[config.mk]
export PLATFORM = sky130hd
export DESIGN_NAME = spi_rx
export DESIGN_NICKNAME = d
export VERILOG_FILES = /design/src/rtl/spi_rx.sv
export SDC_FILE = /design/constraint.sdc
export NUM_CORES = 1
export LEC_CHECK = 0
export BUFFER_PORTS_ARGS = -buffer_cell sky130_fd_sc_hd__buf_4
export CAP_MARGIN = 25
export CORE_AREA = 2 2 83 105
export DETAILED_ROUTE_END_ITERATION = 7
export DIE_AREA = 0 0 85 107
export PLACE_DENSITY = 0.69
export SETUP_SLACK_MARGIN = 0.2
export SLEW_MARGIN = 10
export SYNTH_ARGS = -nofsm -noshare
export SYNTH_HDL_FRONTEND = slang
export SYNTH_SLANG_ARGS = --single-unit
[constraint.sdc]
create_clock -name clk -period 3.15 [get_ports clk]
set_input_delay 0.1575 -clock clk [delete_from_list [all_inputs] [get_ports clk]]
set_output_delay 0.1575 -clock clk [all_outputs]
set_load 0.005 [all_outputs]
[src/rtl/spi_rx.sv]
// SPI slave receiver: synchronises the master's cs_l/sclk/data into clk,
// assembles 16-bit MSB-first words and queues them in a 4-entry FIFO.
module spi_rx (
   input  logic        clk,
   input  logic        rst,
   input  logic        spi_cs_l,
   input  logic        spi_sclk,
   input  logic        spi_data,
   input  logic        rd_en,
   output logic [15:0] rd_data,
   output logic        rd_valid,
   output logic [2:0]  fifo_count,
   output logic [4:0]  bit_cnt,
   output logic        frame_err,
   output logic        overflow,
   output logic        fsm_state
);

   typedef enum logic {
      IDLE  = 1'b0,
      SHIFT = 1'b1
   } state_t;

   state_t      state;
   logic        cs_s1, cs_s2;
   logic        sclk_s1, sclk_s2, sclk_s3;
   logic        data_s1, data_s2;
   logic [15:0] shift_reg;
   logic [15:0] mem [4];
   logic [1:0]  wr_ptr, rd_ptr;

   logic        sclk_rise;
   logic        push;
   logic        pop;
   logic        accept;
   logic [15:0] push_word;

   // Two-flop synchronisers; sclk has a third flop so a rising edge is seen
   // as stage 2 high with stage 3 still low.
   always_ff @(posedge clk) begin
      if (rst) begin
         cs_s1   <= 1'b1;
         cs_s2   <= 1'b1;
         sclk_s1 <= 1'b0;
         sclk_s2 <= 1'b0;
         sclk_s3 <= 1'b0;
         data_s1 <= 1'b0;
         data_s2 <= 1'b0;
      end else begin
         cs_s1   <= spi_cs_l;
         cs_s2   <= cs_s1;
         sclk_s1 <= spi_sclk;
         sclk_s2 <= sclk_s1;
         sclk_s3 <= sclk_s2;
         data_s1 <= spi_data;
         data_s2 <= data_s1;
      end
   end

   assign sclk_rise = sclk_s2 & ~sclk_s3;
   // cs_l deassertion wins over a coincident sclk rise, so no push then.
   assign push      = (state == SHIFT) & ~cs_s2 & sclk_rise & (bit_cnt == 5'd15);
   assign push_word = {shift_reg[14:0], data_s2};

   // Read handshake: rd_valid means rd_data holds the FIFO head; a word is
   // consumed on any clk edge where rd_en and rd_valid are both high.
   // rd_en while rd_valid is low has no effect.
   assign pop       = rd_en & rd_valid;
   assign accept    = push & ((fifo_count != 3'd4) | pop);

   always_ff @(posedge clk) begin
      if (rst) begin
         state     <= IDLE;
         bit_cnt   <= 5'd0;
         shift_reg <= 16'd0;
         frame_err <= 1'b0;
      end else begin
         frame_err <= 1'b0;
         case (state)
            IDLE: begin
               bit_cnt <= 5'd0;
               if (!cs_s2) state <= SHIFT;
            end
            SHIFT: begin
               if (cs_s2) begin
                  state     <= IDLE;
                  bit_cnt   <= 5'd0;
                  shift_reg <= 16'd0;
                  if (bit_cnt != 5'd0) frame_err <= 1'b1;
               end else if (sclk_rise) begin
                  shift_reg <= push_word;
                  bit_cnt   <= (bit_cnt == 5'd15) ? 5'd0 : bit_cnt + 5'd1;
               end
            end
            default: state <= IDLE;
         endcase
      end
   end

   always_ff @(posedge clk) begin
      if (rst) begin
         wr_ptr     <= 2'd0;
         rd_ptr     <= 2'd0;
         fifo_count <= 3'd0;
         overflow   <= 1'b0;
      end else begin
         overflow <= push & ~accept;
         if (accept) wr_ptr <= wr_ptr + 2'd1;
         if (pop)    rd_ptr <= rd_ptr + 2'd1;
         case ({accept, pop})
            2'b10:   fifo_count <= fifo_count + 3'd1;
            2'b01:   fifo_count <= fifo_count - 3'd1;
            default: fifo_count <= fifo_count;
         endcase
      end
   end

   // Storage needs no reset; contents are only meaningful while rd_valid.
   // When full with a pop, wr_ptr equals rd_ptr and the head is being
   // consumed in the same edge, so the overwrite is safe.
   always_ff @(posedge clk) begin
      if (accept) mem[wr_ptr] <= push_word;
   end

   assign rd_data   = mem[rd_ptr];
   assign rd_valid  = (fifo_count != 3'd0);
   assign fsm_state = (state == SHIFT);

endmodule

# == Word-level counts from Yosys, hierarchy flattened ==
# Memories as Yosys holds them, arrays and structs flattened. A register that Yosys moved wholly into a read port is not among the register bits.
# Cells that the tools add are included.
# word_totals
ff_bits,37
ramBits,64
in_bits,6
out_inout_bits,28
elab_cells,57
memories,1
# memory_table
memory,depth,word_bits,read_ports,rd_clocked_by_memory_dff,write_ports,line_no,source
mem,4,16,1,1,1,29,logic [15:0] mem [4];
# op_classes
add_sub_neg,5
n_eq_ne,5
n_mux,13
bitwise,12
n_reduce_logical,6
# ops
op,n
$mux W15,2
$mux W5,3
$pmux W5 S2,1
$and A1 B1 Y1,7
$pmux W3 S2,1
$add A5 B1 Y5 const B,1
$eq A5 B4 Y1 const B,1
$reduce_bool A5 Y1,1
$add A2 B1 Y2 const B,2
$mux W1,4
$mux W2,2
$not A1 Y1,4
$reduce_bool A2 Y1,2
$add A3 B1 Y3 const B,1
$ne A3 B1 Y1 const B,1
$ne A3 B3 Y1 const B,1
$reduce_bool A3 Y1,1
$reduce_or A3 Y1,1
$sub A3 B1 Y3 const B,1
$eq A2 B1 Y1 const B,1
$eq A2 B2 Y1 const B,1
$reduce_and A2 Y1,1
$or A1 B1 Y1,1

# == Logic depth before layout (Yosys ltp) ==
# Gate-level depths: netlist of run 1.
# logic_depth
ltp_word,7
depth_mapped,8
mapped_depth_nobuf,8

# == Least setup slack after synthesis of run 1 ==
# OpenSTA, ideal clock, no wires.
# synth_path
path_kind,reg2reg
start,register bit_cnt[0]
end,register fifo_count[2]
setup_ns,0.131
arrival_time_ns,2.099
required_ns,3.019
slack_ns,0.920
stages_incl_launch_ff,9
n_path_buf,0
period_less_slack_ns,2.230
path_cell_list,dfxtp_1 ha_1 nand4b_4 nand2b_2 nand2_1 fa_1 or4_4 a31oi_1 a21oi_1
# synth_via
elab_chain_len,5
elab_cells_between_ends,7
cone_classes,eq/ne (3); mux (1); bitwise (2); reduce/logical (1)
# synth_lines
item,line_no,source
"start, declared",13,"output logic [4:0] bit_cnt,"
"start signal, assigned",92,bit_cnt <= (bit_cnt == 5'd15) ? 5'd0 : bit_cnt + 5'd1;
$eq A5 B4 Y1 (*),62,assign push = (state == SHIFT) & ~cs_s2 & sclk_rise & (bit_cnt == 5'd15);
$and A1 B1 Y1 (*),62,
$and A1 B1 Y1 (*),69,assign accept = push & ((fifo_count != 3'd4) | pop);
$eq A2 B1 Y1 or $eq A2 B2 Y1 (tied branches),110,"case ({accept, pop})"
$pmux W3 S2 or $reduce_bool A2 Y1 (tied branches),-,
"end signal, assigned",111,2'b10: fifo_count <= fifo_count + 3'd1;
"end signal, assigned",112,2'b01: fifo_count <= fifo_count - 3'd1;
"end signal, assigned",113,default: fifo_count <= fifo_count;
"end, declared",12,"output logic [2:0] fifo_count,"
# Mark *: on every way between the ends. The rest lies on a longest branch, timed or not.
# A chain may end at the register's enable or synchronous reset.

# == Final worst setup path of run 1 ==
# Same ends and word-level chain as after synthesis.

==> results.toml, run 1 <==
[yosys]
yosys_warnings = 0
synth-edff-count = 64
synth.cell_area_mm2 = 0.00388
syn-instance-count = 245
ys_async_sr_fraction_pct = 0
post-synth-top-count-cell = "sky130_fd_sc_hd__edfxtp_1"
sequential_cell_area_fraction_in_the_yosys_report_pct = 69.7
ys_top_cells_by_area = "sky130_fd_sc_hd__edfxtp_1, sky130_fd_sc_hd__dfxtp_1, sky130_fd_sc_hd__mux4_2, sky130_fd_sc_hd__a22oi_1, sky130_fd_sc_hd__nor2_1"
synth_area_per_cell_um2 = 15.8
commonest_cells_post_synth = "sky130_fd_sc_hd__edfxtp_1, sky130_fd_sc_hd__dfxtp_1, sky130_fd_sc_hd__nor2_1"
synth.lib_cells_used.distinct = 40
synthDominantAreaCellType = "sky130_fd_sc_hd__edfxtp_1"
yosys_most_used_dff = "sky130_fd_sc_hd__edfxtp_1"
synth.net_count = 258
synth-seq-cells = 103
yosysTopAreaCellShare_pct = 49.6

[floorplanning]
num_rows = 37
floorplan.die_area_mm2 = 0.00910
pin_count = 34
fp.dieH_um = 107
die_x_um = 85
placeableCoreArea_mm2 = 0.00810
initial_core_util_pct = 47.9

[final_layout]
fin_cells = 387
flip_flop_count_of_the_largest_register_all_copies_and_words_added = 64
number_of_fill_cells_in_the_layout = 619
final_net_count = 298
post_route_cells_drive_above_1_share_pct = 28.6
postLayoutCellArea_mm2 = 0.00446
register_area_mm2 = 0.00270
area_overhead_of_the_layout_relative_to_synthesis_pct = 15.1
post-route-util_pct = 55.1
multi_input_area_mm2 = 0.00111
antennaDiodeCount = 0

[detailed_routing]
antenna_left = 0
avgRoutedWirePerCell_um = 15.5
first_pass_iters = 5
num_vias = 2042
route.detailed.drc = 0
vias_per_cell = 5.28
wl_mm = 5.99
drt_iter0_markers = 136

[power]
sw_frac_of_total_pct = 19.8
comb_power_share_pct = 1.0
p_per_area_mw_per_mm2 = 502
power.clock.fraction_pct = 35.5
report.power.total_mw = 2.24
p_switching_uw = 443
leakage_power_summed_over_all_cells_nw = 1.54
share_seq_of_total_power_pct = 63.4
intPower_mw = 1.80
peakVddDrop_uv = 311

[flow_run]
cap_viol_max_count = 0

[critical_path]
timing.rr.end = "fifo_count[2]$_SDFFE_PP0P_"
worstPathArrival_ns = 2.60
setup.reg_to_reg.worst_slack_ns = 0.78
cp_max_fo = 8
worst-setup-path-type = "flop to flop"
rr_worst_depth = 8
worst-endpoint-required_ns = 3.37
crit_path_start_kind = "flop"
end_kind = "flop"
r2r_start = "bit_cnt[0]$_SDFFE_PP0P_"

[clocking]
numCtsBuffers = 9
clock_pin_slew_on_the_worst_setup_and_hold_paths_ns = 0.09
worst_skew_pair.late_latency_ns = 0.35
cts-root-buf = "sky130_fd_sc_hd__clkbuf_8"
cts.repair.resized = 0
clock_sinks = 103
cts.path.max_buffers = 2
tritoncts_clock_tree = "built"
cts_htree_levels = 3

[sta]
clock_skew_ns = 0.0100
rsz0062_at_grt = "no"
fin_setup_tns_ns = 0
worst_slew_pin_slew_ns = 0.836
whs_ns = 0.0244
timing.final.ws_setup_ns = 0.775
shortest_period_the_worst_path_allows_ns = 2.37
final_hold_viol_count = 0
final-max-slew-violation-count = 0
worst_case_headroom_to_the_max_slew_limit_pct = 44.2
final-setup-viol-count = 0
finalCritPeriodShare_pct = 75.4
fmax_mhz = 421

[min_path]
min_delay_path_depth = 2
hold-path-endpoint = "data_s1$_SDFF_PP0_"
min_path_type = "input pin to flop"
worst_hold_startpoint = "spi_data"

[run_status]
outcome = "finished clean"

[placement]
gp_congestion = 0.761
dpl_cell_area_mm2 = 0.00426
detailedPlacementHpwl_mm = 3.69
placed_cells_incl_taps = 370
io_buffer_count = 33
post-place-ws_ns = 0.808

[grt]
first_pass_grt_wire_length_mm = 9.78
vias_in_the_first_global_route = 2003
track_usage_pct = 14.1
grt_start_max_net_pins = 37
number_of_antenna_violations_at_the_first_check_in_global_routing = 0
gr-total-overflow = 0
[cells by family after synthesis]
family          Yosys count  share of synthesized area, %
compound gates           25                          4.65
xor+xnor                  6                          1.36
fa+ha+maj                 7                          2.45
buf+inv                  18                          1.87
flops                   103                          69.7
mux                      20                          10.4
simple gates             66                          9.58
[critical path, stage by stage, from the launching register on]
cell and delay (ns):
sky130_fd_sc_hd__dfxtp_1 0.36, sky130_fd_sc_hd__ha_1 0.25, sky130_fd_sc_hd__nand4b_4 0.15, sky130_fd_sc_hd__nand2b_2 0.17, sky130_fd_sc_hd__nand2_1 0.07, sky130_fd_sc_hd__fa_1 0.43, sky130_fd_sc_hd__or4_4 0.54, sky130_fd_sc_hd__a31oi_1 0.18
sky130_fd_sc_hd__a21oi_1 0.08
[final cells by class]
type / instances / share of cell area, %
clock buffers: 9 / 2.78
flip-flops and latches: 103 / 60.6
repair buffers: 41 / 6.95
inverters: 6 / 0.505
clock inverters: 7 / 1.63
well taps: 97 / 2.72
multi-input cells: 124 / 24.8
[what timing repair did]
item,4_1_cts,5_1_grt
hold buffers,1,0
endpoints found under the hold margin,1,0
buffers inserted,0,0
[per-layer routing]
metal / vias up / part of all wire (%) / wire, um / global-route usage (%)
met5: - / 0 / 0 / 0
met4: 0 / 0.67 / 40 / 6.12
met3: 2 / 4.8 / 287 / 3.39
met2: 51 / 50 / 3000 / 23.3
met1: 992 / 44 / 2660 / 17.7
li1: 997 / - / - / -
[power by group through the flow]
| stage | Clock [mW] | Combinational, mW | Sequential (mW) |
|---|---|---|---|
| after CTS | 0.821 | 0.0238 | 1.42 |
| after global routing | 0.876 | 0.0260 | 1.42 |
| final | 0.796 | 0.0235 | 1.42 |
| after detailed placement | 0 | 0.0227 | 1.45 |
| after global placement | 0 | 0.0227 | 1.45 |
| after floorplan | 0 | 0.0140 | 1.45 |
[placed cells by master, fill, tap and decap left out, types with 2 or more instances in the layout]
master,count
sky130_fd_sc_hd__ha_1,6
sky130_fd_sc_hd__nor2_1,29
sky130_fd_sc_hd__clkinvlp_4,3
sky130_fd_sc_hd__buf_4,40
sky130_fd_sc_hd__and2_1,4
sky130_fd_sc_hd__nor4b_1,2
sky130_fd_sc_hd__nor3b_1,2
sky130_fd_sc_hd__edfxtp_1,64
sky130_fd_sc_hd__inv_1,6
sky130_fd_sc_hd__xor2_1,3
sky130_fd_sc_hd__nor3_1,2
sky130_fd_sc_hd__nand2b_1,2
sky130_fd_sc_hd__nor2b_1,6
sky130_fd_sc_hd__dfxtp_1,39
sky130_fd_sc_hd__xnor2_1,3
sky130_fd_sc_hd__a21oi_1,2
sky130_fd_sc_hd__mux2i_1,2
sky130_fd_sc_hd__mux2_2,2
sky130_fd_sc_hd__or2_2,4
sky130_fd_sc_hd__o2111ai_1,2
sky130_fd_sc_hd__a22oi_1,15
sky130_fd_sc_hd__clkbuf_8,9
sky130_fd_sc_hd__nand2_1,5
sky130_fd_sc_hd__mux4_2,16
[worst max-delay path by stage]
stage,endpoint,from
finish,fifo_count[2]$_SDFFE_PP0P_,bit_cnt[0]$_SDFFE_PP0P_
global route,fifo_count[2]$_SDFFE_PP0P_,bit_cnt[0]$_SDFFE_PP0P_
CTS,fifo_count[2]$_SDFFE_PP0P_,bit_cnt[0]$_SDFFE_PP0P_
detailed placement,fifo_count[2]$_SDFFE_PP0P_,bit_cnt[0]$_SDFFE_PP0P_
global placement,fifo_count[2]$_SDFFE_PP0P_,bit_cnt[0]$_SDFFE_PP0P_
floorplan,fifo_count[2]$_SDFFE_PP0P_,bit_cnt[0]$_SDFFE_PP0P_
No activity file was read; power rests on OpenSTA's default activity.
==> run 2, diff against run 1 <==
Settings changed: PLACE_DENSITY 0.69 to 0.72.
Clock period 3.15 ns to 1.95 ns, I/O delays scaled along.
==> run 2 against run 1 <==
Against the previous run:
- first-iteration DRC count down 10%
- global-route usage up 0.76 points
- highest routed layer unchanged
- clock power increased by 81%
- flip-flop and latch count unchanged
- via count is 5.6% higher
- critical endpoint unchanged
- utilization is 4.3 points higher
- final cell count increased by 5.7%
- sequential share of layout area down 4.3 points
- critical path depth did not move
- combinational power rose by 100%
- final area is 7.9% higher
- power rose by 69%
==> results.toml, run 2 (synthesized netlist as in run 1, its figures left out) <==
[run_status]
outcome = "finished clean"

[critical_path]
worst-endpoint-required_ns = 2.18
end_kind = "flop"
r2r_start = "bit_cnt[0]$_SDFFE_PP0P_"
timing.rr.end = "fifo_count[2]$_SDFFE_PP0P_"
setup.reg_to_reg.worst_slack_ns = 0.01
worst-setup-path-type = "flop to flop"
crit_path_start_kind = "flop"
worstPathArrival_ns = 2.17
cp_max_fo = 2
rr_worst_depth = 8

[floorplanning]
initial_core_util_pct = 47.9
floorplan.die_area_mm2 = 0.00910
num_rows = 37
placeableCoreArea_mm2 = 0.00810
die_x_um = 85
fp.dieH_um = 107
pin_count = 34

[sta]
clock_skew_ns = 0.0108
final-setup-viol-count = 0
rsz0062_at_grt = "yes"
finalCritPeriodShare_pct = 99.4
final-max-slew-violation-count = 0
fin_setup_tns_ns = 0
worst_slew_pin_slew_ns = 0.654
timing.final.ws_setup_ns = 0.0111
whs_ns = 0.143
worst_case_headroom_to_the_max_slew_limit_pct = 56.1
fmax_mhz = 516
final_hold_viol_count = 0
shortest_period_the_worst_path_allows_ns = 1.94

[clocking]
cts_htree_levels = 3
cts.path.max_buffers = 2
clock_pin_slew_on_the_worst_setup_and_hold_paths_ns = 0.09
numCtsBuffers = 9
cts-root-buf = "sky130_fd_sc_hd__clkbuf_8"
tritoncts_clock_tree = "built"
worst_skew_pair.late_latency_ns = 0.36
clock_sinks = 103

[power]
peakVddDrop_uv = 483
report.power.total_mw = 3.78
p_per_area_mw_per_mm2 = 786
leakage_power_summed_over_all_cells_nw = 1.71

[detailed_routing]
first_pass_iters = 4
antenna_left = 0
avgRoutedWirePerCell_um = 15.9
route.detailed.drc = 0
drt_iter0_markers = 122
num_vias = 2157
vias_per_cell = 5.27
wl_mm = 6.49

[grt]
number_of_antenna_violations_at_the_first_check_in_global_routing = 0
gr-total-overflow = 0
track_usage_pct = 14.9
first_pass_grt_wire_length_mm = 10.3
vias_in_the_first_global_route = 2124
grt_start_max_net_pins = 37

[final_layout]
flip_flop_count_of_the_largest_register_all_copies_and_words_added = 64
layout_commonest_cell = "sky130_fd_sc_hd__edfxtp_1"
fin_cells = 409
postLayoutCellArea_mm2 = 0.00481
post-route-util_pct = 59.4
post_route_cells_drive_above_1_share_pct = 37.2
highest_count_cells_in_the_layout_ignoring_fill_and_taps = "sky130_fd_sc_hd__edfxtp_1, sky130_fd_sc_hd__buf_4, sky130_fd_sc_hd__dfxtp_1"
antennaDiodeCount = 0
final_net_count = 320
area_overhead_of_the_layout_relative_to_synthesis_pct = 24.1

[placement]
dpl_cell_area_mm2 = 0.00447
post-place-ws_ns = -0.0591
gp_congestion = 0.761
detailedPlacementHpwl_mm = 3.97
placed_cells_incl_taps = 388
io_buffer_count = 33

[min_path]
hold-path-endpoint = "shift_reg[14]$_SDFFE_PP0P_"
worst_hold_startpoint = "rst"
min_path_type = "input pin to flop"
min_delay_path_depth = 2

[flow_run]
cap_viol_max_count = 0
## run 2: changes by cell type in the layout (fill, tap and decap cells not counted), moves of 2 or more
cell                            change
sky130_fd_sc_hd__dlygate4sd3_1      +2
sky130_fd_sc_hd__dfxtp_2            +2
sky130_fd_sc_hd__dfxtp_1            -3
sky130_fd_sc_hd__and2_4             +4
sky130_fd_sc_hd__buf_4             +14
sky130_fd_sc_hd__buf_12             +5
sky130_fd_sc_hd__and2_1             -4
## run 2: what timing repair did
item,in CTS,in global routing
hold buffers,3,0
gates resized for setup,4,9
hold endpoints to repair,3,0
pin swaps,7,2
setup buffers,1,0
endpoints found under the setup margin,82,75
cloned,0,1
## run 2: worst max path at each step
stage	startpoint	endpoint	cells past startpoint
after floorplan	bit_cnt[0]$_SDFFE_PP0P_	fifo_count[2]$_SDFFE_PP0P_	8
after global placement	bit_cnt[0]$_SDFFE_PP0P_	fifo_count[2]$_SDFFE_PP0P_	8
after detailed placement	bit_cnt[0]$_SDFFE_PP0P_	fifo_count[2]$_SDFFE_PP0P_	8
after CTS	bit_cnt[0]$_SDFFE_PP0P_	fifo_count[2]$_SDFFE_PP0P_	8
after global routing	bit_cnt[0]$_SDFFE_PP0P_	fifo_count[2]$_SDFFE_PP0P_	8
final	bit_cnt[0]$_SDFFE_PP0P_	fifo_count[2]$_SDFFE_PP0P_	8
## run 2: metal layers
layer	GRT usage [%]	wire (um)
met5	0	0
met4	6.12	101
met3	3.54	203
met2	25.1	3310
met1	18.4	2870
## run 2: area by class of cell
class / count / area [um^2]
timing repair buffer: 63 / 561
clock inverter: 7 / 104
tap: 97 / 121
multi-input combinational: 124 / 1170
sequential: 103 / 2710
inverter: 6 / 22.5
fill: 582 / 3290
clock buffer: 9 / 124
## run 2: critical path, stage by stage (launching register included)
cell,delay [ns]
sky130_fd_sc_hd__dfxtp_4,0.36
sky130_fd_sc_hd__ha_4,0.17
sky130_fd_sc_hd__nand4b_4,0.09
sky130_fd_sc_hd__nand2b_4,0.13
sky130_fd_sc_hd__nand2_2,0.05
sky130_fd_sc_hd__fa_2,0.34
sky130_fd_sc_hd__or4_4,0.43
sky130_fd_sc_hd__a31oi_2,0.17
sky130_fd_sc_hd__a21oi_1,0.07
## run 2: where the power goes
part	internal, mW	total, mW	switching (mW)
logic	0.0234	0.0481	0.0247
clock network	0.737	1.44	0.703
registers	2.29	2.29	0.00440
total	3.05	3.78	0.732
==> run 3, diff against run 2 <==
Clock period 1.95 ns to 1.6 ns, I/O delays scaled along.
==> run 3 against run 2 <==
Against the previous run:
- the flow now finishes with violations (setup timing)
- die area is the same
- critical path depth did not move
- final cell count grew 3.7%
- sequential power rose by 22%
- critical path type unchanged
- largest cell class unchanged
==> results.toml, run 3 (synthesized netlist as in run 1, its figures left out) <==
[run_status]
outcome = "finished with violations"
failed_checks = "setup timing"

[final_layout]
area_overhead_of_the_layout_relative_to_synthesis_pct = 30.6
highest_count_cells_in_the_layout_ignoring_fill_and_taps = "sky130_fd_sc_hd__edfxtp_1, sky130_fd_sc_hd__buf_4, sky130_fd_sc_hd__dfxtp_1"
post_route_cells_drive_above_1_share_pct = 46.5
flip_flop_count_of_the_largest_register_all_copies_and_words_added = 64
number_of_fill_cells_in_the_layout = 584
final_net_count = 335
antennaDiodeCount = 0
layout_commonest_cell = "sky130_fd_sc_hd__edfxtp_1"
fin_cells = 424

[clocking]
cts-root-buf = "sky130_fd_sc_hd__clkbuf_8"
tritoncts_clock_tree = "built"
cts_htree_levels = 3
worst_skew_pair.late_latency_ns = 0.36
cts.path.max_buffers = 2
clock_pin_slew_on_the_worst_setup_and_hold_paths_ns = 0.10
clock_sinks = 103
numCtsBuffers = 9

[grt]
groute.layer.met2.usage_pct = 28.2
grt_met3_usage_pct = 3.54
groute.layer.met1.usage_pct = 20.9
grt_start_max_net_pins = 37
vias_in_the_first_global_route = 2280
first_pass_grt_wire_length_mm = 11.6
track_usage_pct = 16.4
gr-total-overflow = 0
gr-max-usage-layer = "met2"
number_of_antenna_violations_at_the_first_check_in_global_routing = 0

[critical_path]
end_kind = "flop"
worst-endpoint-required_ns = 1.89
worst-setup-path-type = "flop to flop"
critical_path.slowest_cell = "sky130_fd_sc_hd__or4_4"
crit_path_start_kind = "flop"
worstPathArrival_ns = 2.22
critical_path.cell_chain = "ha_4 > nand4b_4 > nand2b_4 > nand2_2 > fa_2 > or4_4 > a21o_1 > a21oi_2"
cp_max_fo = 2
cpPeakStageDelay_ns = 0.43

[floorplanning]
initial_core_util_pct = 47.9
fp.dieH_um = 107
placeableCoreArea_mm2 = 0.00810
floorplan.die_area_mm2 = 0.00910
num_rows = 37
die_x_um = 85
pin_count = 34

[detailed_routing]
drt_iter0_markers = 127
wl_mm = 7.27
vias_per_cell = 5.40
num_vias = 2288
first_pass_iters = 4
route.detailed.drc = 0
antenna_left = 0
avgRoutedWirePerCell_um = 17.1

[sta]
fin_setup_tns_ns = -11.08
final-setup-viol-count = 85
clock_skew_ns = 0.00742
timing.final.ws_setup_ns = -0.329
shortest_period_the_worst_path_allows_ns = 1.93
worst_case_headroom_to_the_max_slew_limit_pct = 56.6
rsz0062_at_grt = "yes"
final-max-slew-violation-count = 0
final_hold_viol_count = 0
fmax_mhz = 519
worst_slew_pin_slew_ns = 0.649
finalCritPeriodShare_pct = 121

[power]
p_per_area_mw_per_mm2 = 900
leakage_power_summed_over_all_cells_nw = 1.80
peakVddDrop_uv = 623

[placement]
gp_congestion = 0.708
placed_cells_incl_taps = 387
io_buffer_count = 33
detailedPlacementHpwl_mm = 4.01

[flow_run]
cap_viol_max_count = 0

[min_path]
min_path_type = "input pin to flop"
## run 3: changes by cell type in the layout (fill, tap and decap cells not counted), sizes merged
cell / change
inv: +3
and2: +3
bufinv: -1
clkinvlp: -1
clkinv: -1
buf: +11
bufbuf: +1
## run 3: final cells by class
cell class | instances | area [um^2] | area share, %
inverter | 6 | 22.5 | 0.445
tap | 97 | 121 | 2.40
timing repair buffer | 75 | 677 | 13.4
multi-input combinational | 127 | 1320 | 26.1
clock buffer | 9 | 124 | 2.45
sequential | 103 | 2710 | 53.5
clock inverter | 7 | 86.3 | 1.70
## run 3: worst max-delay path: cells and delay by family (launching register included)
| kind | cells | cell delay (ns) |
|---|---|---|
| adder cells (fa/ha/maj) | 2 | 0.51 |
| AND/OR/NAND/NOR | 4 | 0.69 |
| flip-flops | 1 | 0.36 |
| AO/OA/AOI/OAI | 2 | 0.31 |
## run 3: per-layer routing
metal | vias to the layer above | wire length (um)
met1 | 1146 | 3100
met4 | 0 | 67
met5 | - | 0
met2 | 58 | 3790
met3 | 8 | 312
li1 | 1076 | -
## run 3: what timing repair did
action / 4_1_cts / 5_1_grt
endpoints found under the setup margin: 101 / 103
buffers inserted: 11 / 2
pin swaps: 17 / 26
gates cloned: 4 / 1
hold buffers: 3 / 0
gates resized for setup: 20 / 25
hold endpoints to repair: 3 / 0
## run 3: path summary, 6_finish.rpt
check / startpoint / end / slack [ns] / cells past startpoint
worst max-delay path: bit_cnt[0]$_SDFFE_PP0P_ / fifo_count[2]$_SDFFE_PP0P_ / -0.33 / 8
worst min-delay path: rst / shift_reg[5]$_SDFFE_PP0P_ / 0.10 / 2
worst max register to register: bit_cnt[0]$_SDFFE_PP0P_ / fifo_count[2]$_SDFFE_PP0P_ / -0.33 / 8
worst min register to register: cs_s1$_SDFF_PP1_ / cs_s2$_SDFF_PP1_ / 0.42 / 1
## run 3: per-stage QoR
step	instance area (um^2)	setup slack, ns	power, mW	hold slack, ns	utilization (%)
4_1_cts	4900	-0.329	4.58	0.0937	60.5
2_1_floorplan	3920	-0.464	2.88	0.184	-
3_5_place_dp	4430	-0.450	2.91	0.274	54.7
6_report	5060	-0.329	4.56	0.102	62.5
5_1_grt	5060	-0.394	4.71	0.0924	62.5
3_3_place_gp	4430	-0.421	2.91	0.265	54.7
## run 3: report_power, final
part	internal, mW	switching [mW]
clock	0.762	0.930
sequential	2.79	0.00457
combinational	0.0364	0.0360
total	3.59	0.970
